$ cat src/rtl/rf_wr_arbiter.sv
`default_nettype none
// ============================================================================
// Module      : rf_wr_arbiter
// Description : Two-port register-file write arbiter. Each port has a
//               one-entry buffer. The older entry is issued first; entries
//               accepted on the same edge are ordered by a round-robin
//               pointer. Writes to r0 are accepted and dropped.
// Revision    : 1.0 - initial release
// ============================================================================
module rf_wr_arbiter (
  input  logic        clk,
  input  logic        rstd,
  input  logic        req0_valid,
  input  logic [4:0]  req0_addr,
  input  logic [31:0] req0_data,
  output logic        req0_ready,
  input  logic        req1_valid,
  input  logic [4:0]  req1_addr,
  input  logic [31:0] req1_data,
  output logic        req1_ready,
  output logic        wren,
  output logic [4:0]  wr_addr,
  output logic [31:0] wr_reg,
  output logic [31:0] pending,
  output logic [15:0] wr_count
);

  // Buffer state
  logic        full0, full1;
  logic [4:0]  addr0, addr1;
  logic [31:0] data0, data1;
  logic        tie;    // both entries were accepted on the same edge
  logic        older;  // 0: port 0 holds the older entry, 1: port 1
  logic        rr;     // tie-break pointer: 0 favours port 0

  logic        acc0, acc1;
  logic        gnt0, gnt1;

  // A buffer can only be refilled on the edge after it has drained
  assign req0_ready = ~full0;
  assign req1_ready = ~full1;

  // Transfers to r0 complete the handshake but never occupy the buffer
  assign acc0 = req0_valid & ~full0 & (req0_addr != 5'd0);
  assign acc1 = req1_valid & ~full1 & (req1_addr != 5'd0);

  // Grant selection from buffer contents only
  always_comb begin
    gnt0 = 1'b0;
    gnt1 = 1'b0;
    if (full0 && full1) begin
      if (tie) begin
        gnt1 = rr;
        gnt0 = ~rr;
      end else begin
        gnt1 = older;
        gnt0 = ~older;
      end
    end else begin
      gnt0 = full0;
      gnt1 = full1;
    end
  end

  // Register-file write port and hazard view
  always_comb begin
    wren    = 1'b1;
    wr_addr = 5'd0;
    wr_reg  = 32'd0;
    pending = 32'd0;
    if (gnt0) begin
      wren    = 1'b0;
      wr_addr = addr0;
      wr_reg  = data0;
    end else if (gnt1) begin
      wren    = 1'b0;
      wr_addr = addr1;
      wr_reg  = data1;
    end
    if (full0) pending[addr0] = 1'b1;
    if (full1) pending[addr1] = 1'b1;
  end

  // Buffer fill/drain, age tracking, tie-break pointer and write counter
  always_ff @(posedge clk or negedge rstd) begin
    if (!rstd) begin
      full0    <= 1'b0;
      full1    <= 1'b0;
      addr0    <= 5'd0;
      addr1    <= 5'd0;
      data0    <= 32'd0;
      data1    <= 32'd0;
      tie      <= 1'b0;
      older    <= 1'b0;
      rr       <= 1'b0;
      wr_count <= 16'd0;
    end else begin
      full0 <= acc0 | (full0 & ~gnt0);
      full1 <= acc1 | (full1 & ~gnt1);
      if (acc0) begin
        addr0 <= req0_addr;
        data0 <= req0_data;
      end
      if (acc1) begin
        addr1 <= req1_addr;
        data1 <= req1_data;
      end
      tie <= acc0 & acc1;
      // A newcomer joining a still-occupied partner is the younger entry
      if (acc1 && full0 && !gnt0)
        older <= 1'b0;
      else if (acc0 && full1 && !gnt1)
        older <= 1'b1;
      // Both full with a tie always resolves this edge
      if (full0 && full1 && tie)
        rr <= ~rr;
      if (!wren)
        wr_count <= wr_count + 16'd1;
    end
  end

endmodule
`default_nettype wire

$ cat config.mk
export PLATFORM = sky130hd
export DESIGN_NAME = rf_wr_arbiter
export DESIGN_NICKNAME = d
export VERILOG_FILES = /design/src/rtl/rf_wr_arbiter.sv
export SDC_FILE = /design/constraint.sdc
export NUM_CORES = 1
export LEC_CHECK = 0
export CAP_MARGIN = 25
export CORE_MARGIN = 2
export CORE_UTILIZATION = 40
export DETAILED_ROUTE_END_ITERATION = 12
export GPL_TIMING_DRIVEN = 0
export PLACE_DENSITY = 0.73
export SYNTH_ARGS = -nofsm -noshare
export SYNTH_HDL_FRONTEND = slang
export SYNTH_SLANG_ARGS = --single-unit
$ cat constraint.sdc
create_clock -name clk -period 4.95 [get_ports clk]
set_clock_uncertainty 0.05 [all_clocks]
set_input_delay 0.99 -clock clk [delete_from_list [all_inputs] [get_ports clk]]
set_output_delay 0.99 -clock clk [all_outputs]
set_load 0.02 [all_outputs]
# Yosys cells after proc, flatten, opt, wreduce, memory -nomap -nowiden
# Cells that the tools add are included.
# word_totals
ff_bits	95
inputBits	78
out_inout_bits	88
elab_cells	62
# op_classes
n_addsub	1
n_lt_le_gt_ge	4
muxes	18
bitwise_logic	16
n_reduce_logical	13
# op_table
cell	count
$mux W32	4
$or A32 B32 Y32	1
$add A16 B1 Y16 const B	1
$lt A5 B6 Y1 const B	2
$demux W1 S5	2
$ge A5 B1 Y1 const B	2
$mux W1	10
$mux W5	2
$reduce_bool A5 Y1	2
$logic_and A1 B1 Y1	8
$and A1 B1 Y1	7
$not A1 Y1	6
$logic_not A1 Y1	2
$or A1 B1 Y1	2
$reduce_bool A2 Y1	1

# Depth between registers and ports, before layout
# logic_depth
depth_word	7
mapped_depth	7
ltp_nobuf	5

# Worst setup path before layout
# No wires, ideal clock.
# synth_timing
path_type	register to output
startpoint	register full0
endpoint	output wr_reg[11]
t_arrival_ns	1.649
required_ns	3.910
path_slack_ns	2.261
stages_incl_launch_ff	7
path_buffers	2
cell_sequence	dfrtp_1 buf_2 inv_1 nor2_1 nor2_2 clkbuf_1 a22o_1
# synth_between
elab_chain_len	4
word_cells_on_any_way	5
classes_between	mux: 4; reduce/logical: 1
# synth_lines
item	line	text
from (decl)	29	logic full0, full1;
from (signal assigned)	98	full0 <= acc0 | (full0 & ~gnt0);
$logic_and A1 B1 Y1	51	if (full0 && full1) begin
$mux W1	51	
$mux W32	75	end else if (gnt1) begin
$mux W32 *	71	if (gnt0) begin
to (decl)	23	output logic [31:0] wr_reg,
# Mark *: on every way between the ends. The rest lies on a longest branch, timed or not.

# Worst setup path in the final report
# layout_timing
startpoint	register full0
endpoint	output wr_reg[30]
# The elaborated chain is that of the path after synthesis.

==> impl_metrics.env <==
export IMPL_global_route_wire_length_before_repair_mm=19.0
export IMPL_grt_start_max_net_pins=50
export IMPL_worst_vdd_drop_mv=0.187
export IMPL_timing_critical_path_buf_inv=4
export IMPL_multiInputGateArea_sq_mm=0.00191
export IMPL_critical_path_max_stage_delay_ps=630
export IMPL_dpl_worst_slack_ps=1330
export IMPL_utilization_pct=59.8
export IMPL_ys_ff_latch=95
export IMPL_grt_setup_unrepaired="false"
export IMPL_slew_headroom_pct=58.7
export IMPL_layout_filler_cells=931
export IMPL_critical_path_top_delay_family="buffers and inverters"
export IMPL_post_cts_setup_buffer_count=0
export IMPL_grt_total_usage_pct=20.9
export IMPL_finalHoldWorstSlack_ps=417
export IMPL_critical_path_fanout_max=10
export IMPL_maxCapViolCount=0
export IMPL_tightestPinTransition_ps=619
export IMPL_post_layout_nonfiller_instances=689
export IMPL_clock_sinks=95
export IMPL_finalWorstSetupSlack_ps=965
export IMPL_final_min_clock_period_ps=3980
export IMPL_floorplan_rows=38
export IMPL_synth_area_sq_mm=0.00445
export IMPL_design_die_area_sq_mm=0.0120
export IMPL_clock_latency_ps=360
export IMPL_power_per_cell_area_mw_per_mm2=358
export IMPL_num_vias=3688
export IMPL_yosysTopAreaCell="sky130_fd_sc_hd__dfrtp_1"
export IMPL_crit_path_end_kind="primary output"
export IMPL_flow_area_growth_from_synthesis_pct=45.7
export IMPL_cts_hold_buf=0
export IMPL_htree_levels=3
export IMPL_syn_nets=446
export IMPL_min_from="older"
export IMPL_globalRoute_totalOverflow=0
export IMPL_detail_route_iter0_violations=210
export IMPL_initial_utilization_pct=41.0
export IMPL_final_nets=623
export IMPL_grt_pass1_vias=3752
export IMPL_synthMostInstantiatedCell="sky130_fd_sc_hd__dfrtp_1"
export IMPL_timing_critical_path_from_type="register"
export IMPL_critical_path_arrival_ps=2940
export IMPL_final_max_slew_violation_count=0
export IMPL_worstRegToRegCells=6
export IMPL_cts_reportedPaths_clkPinSlew_ps=100
export IMPL_outcome="completed"
export IMPL_die_height_microns=109
export IMPL_placement_io_buffers=165
export IMPL_synthTopCellsByCount="95 x sky130_fd_sc_hd__dfrtp_1, 60 x sky130_fd_sc_hd__mux2_2, 38 x sky130_fd_sc_hd__a22o_1"
export IMPL_synth_yosys_warnings=0
export IMPL_diodes=0
export IMPL_totalNegativeSetupSlack_ps=0
export IMPL_timing_critical_path_slowest_stage_cell="sky130_fd_sc_hd__clkdlybuf4s50_1"
export IMPL_place_gp_congestion=0.880
export IMPL_finalSetupViolCount=0
export IMPL_design_power_total_mw=2.32
export IMPL_achievable_freq_mhz=251
export IMPL_layout_drive_gt1_share_pct=18.2
export IMPL_regToRegStartpoint="full0"
export IMPL_worstReg2RegEnd="data0[29]"
export IMPL_synth_edf_count=0
export IMPL_design_core_area_sq_mm=0.0108
export IMPL_post_synth_inst_count=367
export IMPL_routed_wl_mm=12.2
export IMPL_yosysTopAreaCellShare_pct=53.4
export IMPL_yosysUniqueCellTypes=31
export IMPL_async_reset_ff_share_pct=100
export IMPL_leakage_power_nw=2.64
export IMPL_register_area_sq_mm=0.00238
export IMPL_route_detailed_drc=0
export IMPL_cts_root_to_sink_buffers=2
export IMPL_resize_count_post_cts=0
export IMPL_numPlacedInstances=673
export IMPL_min_delay_path_class="register to register"
export IMPL_avgSynthCellArea_sq_um=12.1
export IMPL_detail_route_vias_per_cell=5.35
export IMPL_final_min_period_over_clock_period_pct=80.5
export IMPL_cp_required_ps=3910
export IMPL_criticalPathCategory="register to primary output"
export IMPL_hpwl_after_detailed_placement_mm=9.12
export IMPL_netlist_top_cells_area="sky130_fd_sc_hd__dfrtp_1 53%, sky130_fd_sc_hd__mux2_2 15%, sky130_fd_sc_hd__a22o_1 7.5%, sky130_fd_sc_hd__o22ai_1 4.5%, sky130_fd_sc_hd__nand2_1 3.0%"
export IMPL_min_to="older"
export IMPL_tritoncts_num_buffers=9
export IMPL_r2r_slack_ps=3080
export IMPL_number_of_antenna_violations_at_the_first_check_in_global_routing=0
export IMPL_cts_tree="yes"
export IMPL_routedWlPerCell_microns=17.7
export IMPL_fin_hold_viols=0
export IMPL_die_width_microns=109
export IMPL_detailedRoute_firstPassIterationCount=4
export IMPL_antenna_violating_nets_post_route=0
export IMPL_crit_path_cell_trace="buf_2, inv_1, nor2_1, nor2_2, clkbuf_1, a22o_1, clkdlybuf4s50_1"
export IMPL_synth_sequential_area_ratio_pct=53.4
export IMPL_hold_path_cell_count=1
export IMPL_dpl_instance_area_sq_mm=0.00630
export IMPL_ctsRootBufferMaster="sky130_fd_sc_hd__clkbuf_8"
export IMPL_final_area_sq_mm=0.00648
export IMPL_ys_flop_type="sky130_fd_sc_hd__dfrtp_1"
export IMPL_pin_count=166
placed cells by master (no fill, tap or decap), types with 4 or more instances in the layout:
cell type and n:
sky130_fd_sc_hd__nand3b_1 10, sky130_fd_sc_hd__buf_6 4, sky130_fd_sc_hd__nand4_1 4, sky130_fd_sc_hd__buf_2 7, sky130_fd_sc_hd__mux2_2 60, sky130_fd_sc_hd__clkbuf_1 11, sky130_fd_sc_hd__or3b_2 4, sky130_fd_sc_hd__a22o_1 38
sky130_fd_sc_hd__o22ai_1 32, sky130_fd_sc_hd__nand3_1 5, sky130_fd_sc_hd__dfrtp_1 95, sky130_fd_sc_hd__nor2_1 10, sky130_fd_sc_hd__clkdlybuf4s50_1 164, sky130_fd_sc_hd__clkbuf_8 10, sky130_fd_sc_hd__buf_4 5, sky130_fd_sc_hd__xnor2_1 11
sky130_fd_sc_hd__mux2_1 6, sky130_fd_sc_hd__nand2_1 36, sky130_fd_sc_hd__xor2_1 5, sky130_fd_sc_hd__or3_1 4
logic make-up after synthesis:
family,Yosys count,synth area share (%)
buf+inv,28,3.57
compound gates,78,13.4
xor+xnor,16,3.15
simple gates,83,9.45
mux,66,16.7
fa+ha+maj,1,0.281
flops,95,53.4
power breakdown:
| part | internal, mW | switching, mW | leakage [nW] | total, mW |
|---|---|---|---|---|
| clock | 0.200 | 0.280 | 0.0861 | 0.480 |
| combinational | 0.428 | 0.391 | 1.41 | 0.819 |
| sequential | 0.924 | 0.0967 | 1.15 | 1.02 |
layer usage:
metal	up-vias	share of wire [%]	track usage, %
li1	1713	-	-
met1	1809	41	25.1
met2	155	49	35.5
met3	11	9.2	7.35
met4	0	1.2	5.70
met5	-	0	0
cell type report:
type | instances | share of cell area [%]
Timing Repair Buffer | 166 | 25.9
Multi-Input combinational cell | 244 | 29.5
Tap cell | 140 | 2.70
Buffer | 25 | 2.28
Clock buffer | 11 | 2.18
Sequential cell | 95 | 36.7
Inverter | 3 | 0.174
Clock inverter | 5 | 0.637
worst max path at each step:
| stage | startpoint | to | slack (ps) | cells past startpoint |
|---|---|---|---|---|
| after floorplan | full0 | wr_reg[11] | 2260 | 6 |
| after global placement | rstd | data1[4] | -620 | 1 |
| after detailed placement | full0 | wr_reg[30] | 1330 | 7 |
| after CTS | full0 | wr_reg[30] | 910 | 7 |
| after global routing | full0 | wr_reg[11] | 730 | 7 |
| final | full0 | wr_reg[30] | 970 | 7 |
state kept, by name, summed over array words and instances, names as in the netlist:
| name | count |
|---|---|
| older | 1 |
| data0 | 32 |
| addr0 | 5 |
| full0 | 1 |
| rr | 1 |
| full1 | 1 |
| data1 | 32 |
| addr1 | 5 |
| tie | 1 |
| wr_count | 16 |
worst register-to-register path, cell delays in order (launching register included):
cell                      delay (ps)
sky130_fd_sc_hd__dfrtp_1         360
sky130_fd_sc_hd__buf_2           170
sky130_fd_sc_hd__nor2b_1         380
sky130_fd_sc_hd__o21ai_2         160
sky130_fd_sc_hd__buf_6           190
sky130_fd_sc_hd__buf_6           150
sky130_fd_sc_hd__mux2_1          300
Note: power is estimated with default switching activity, not from simulation.
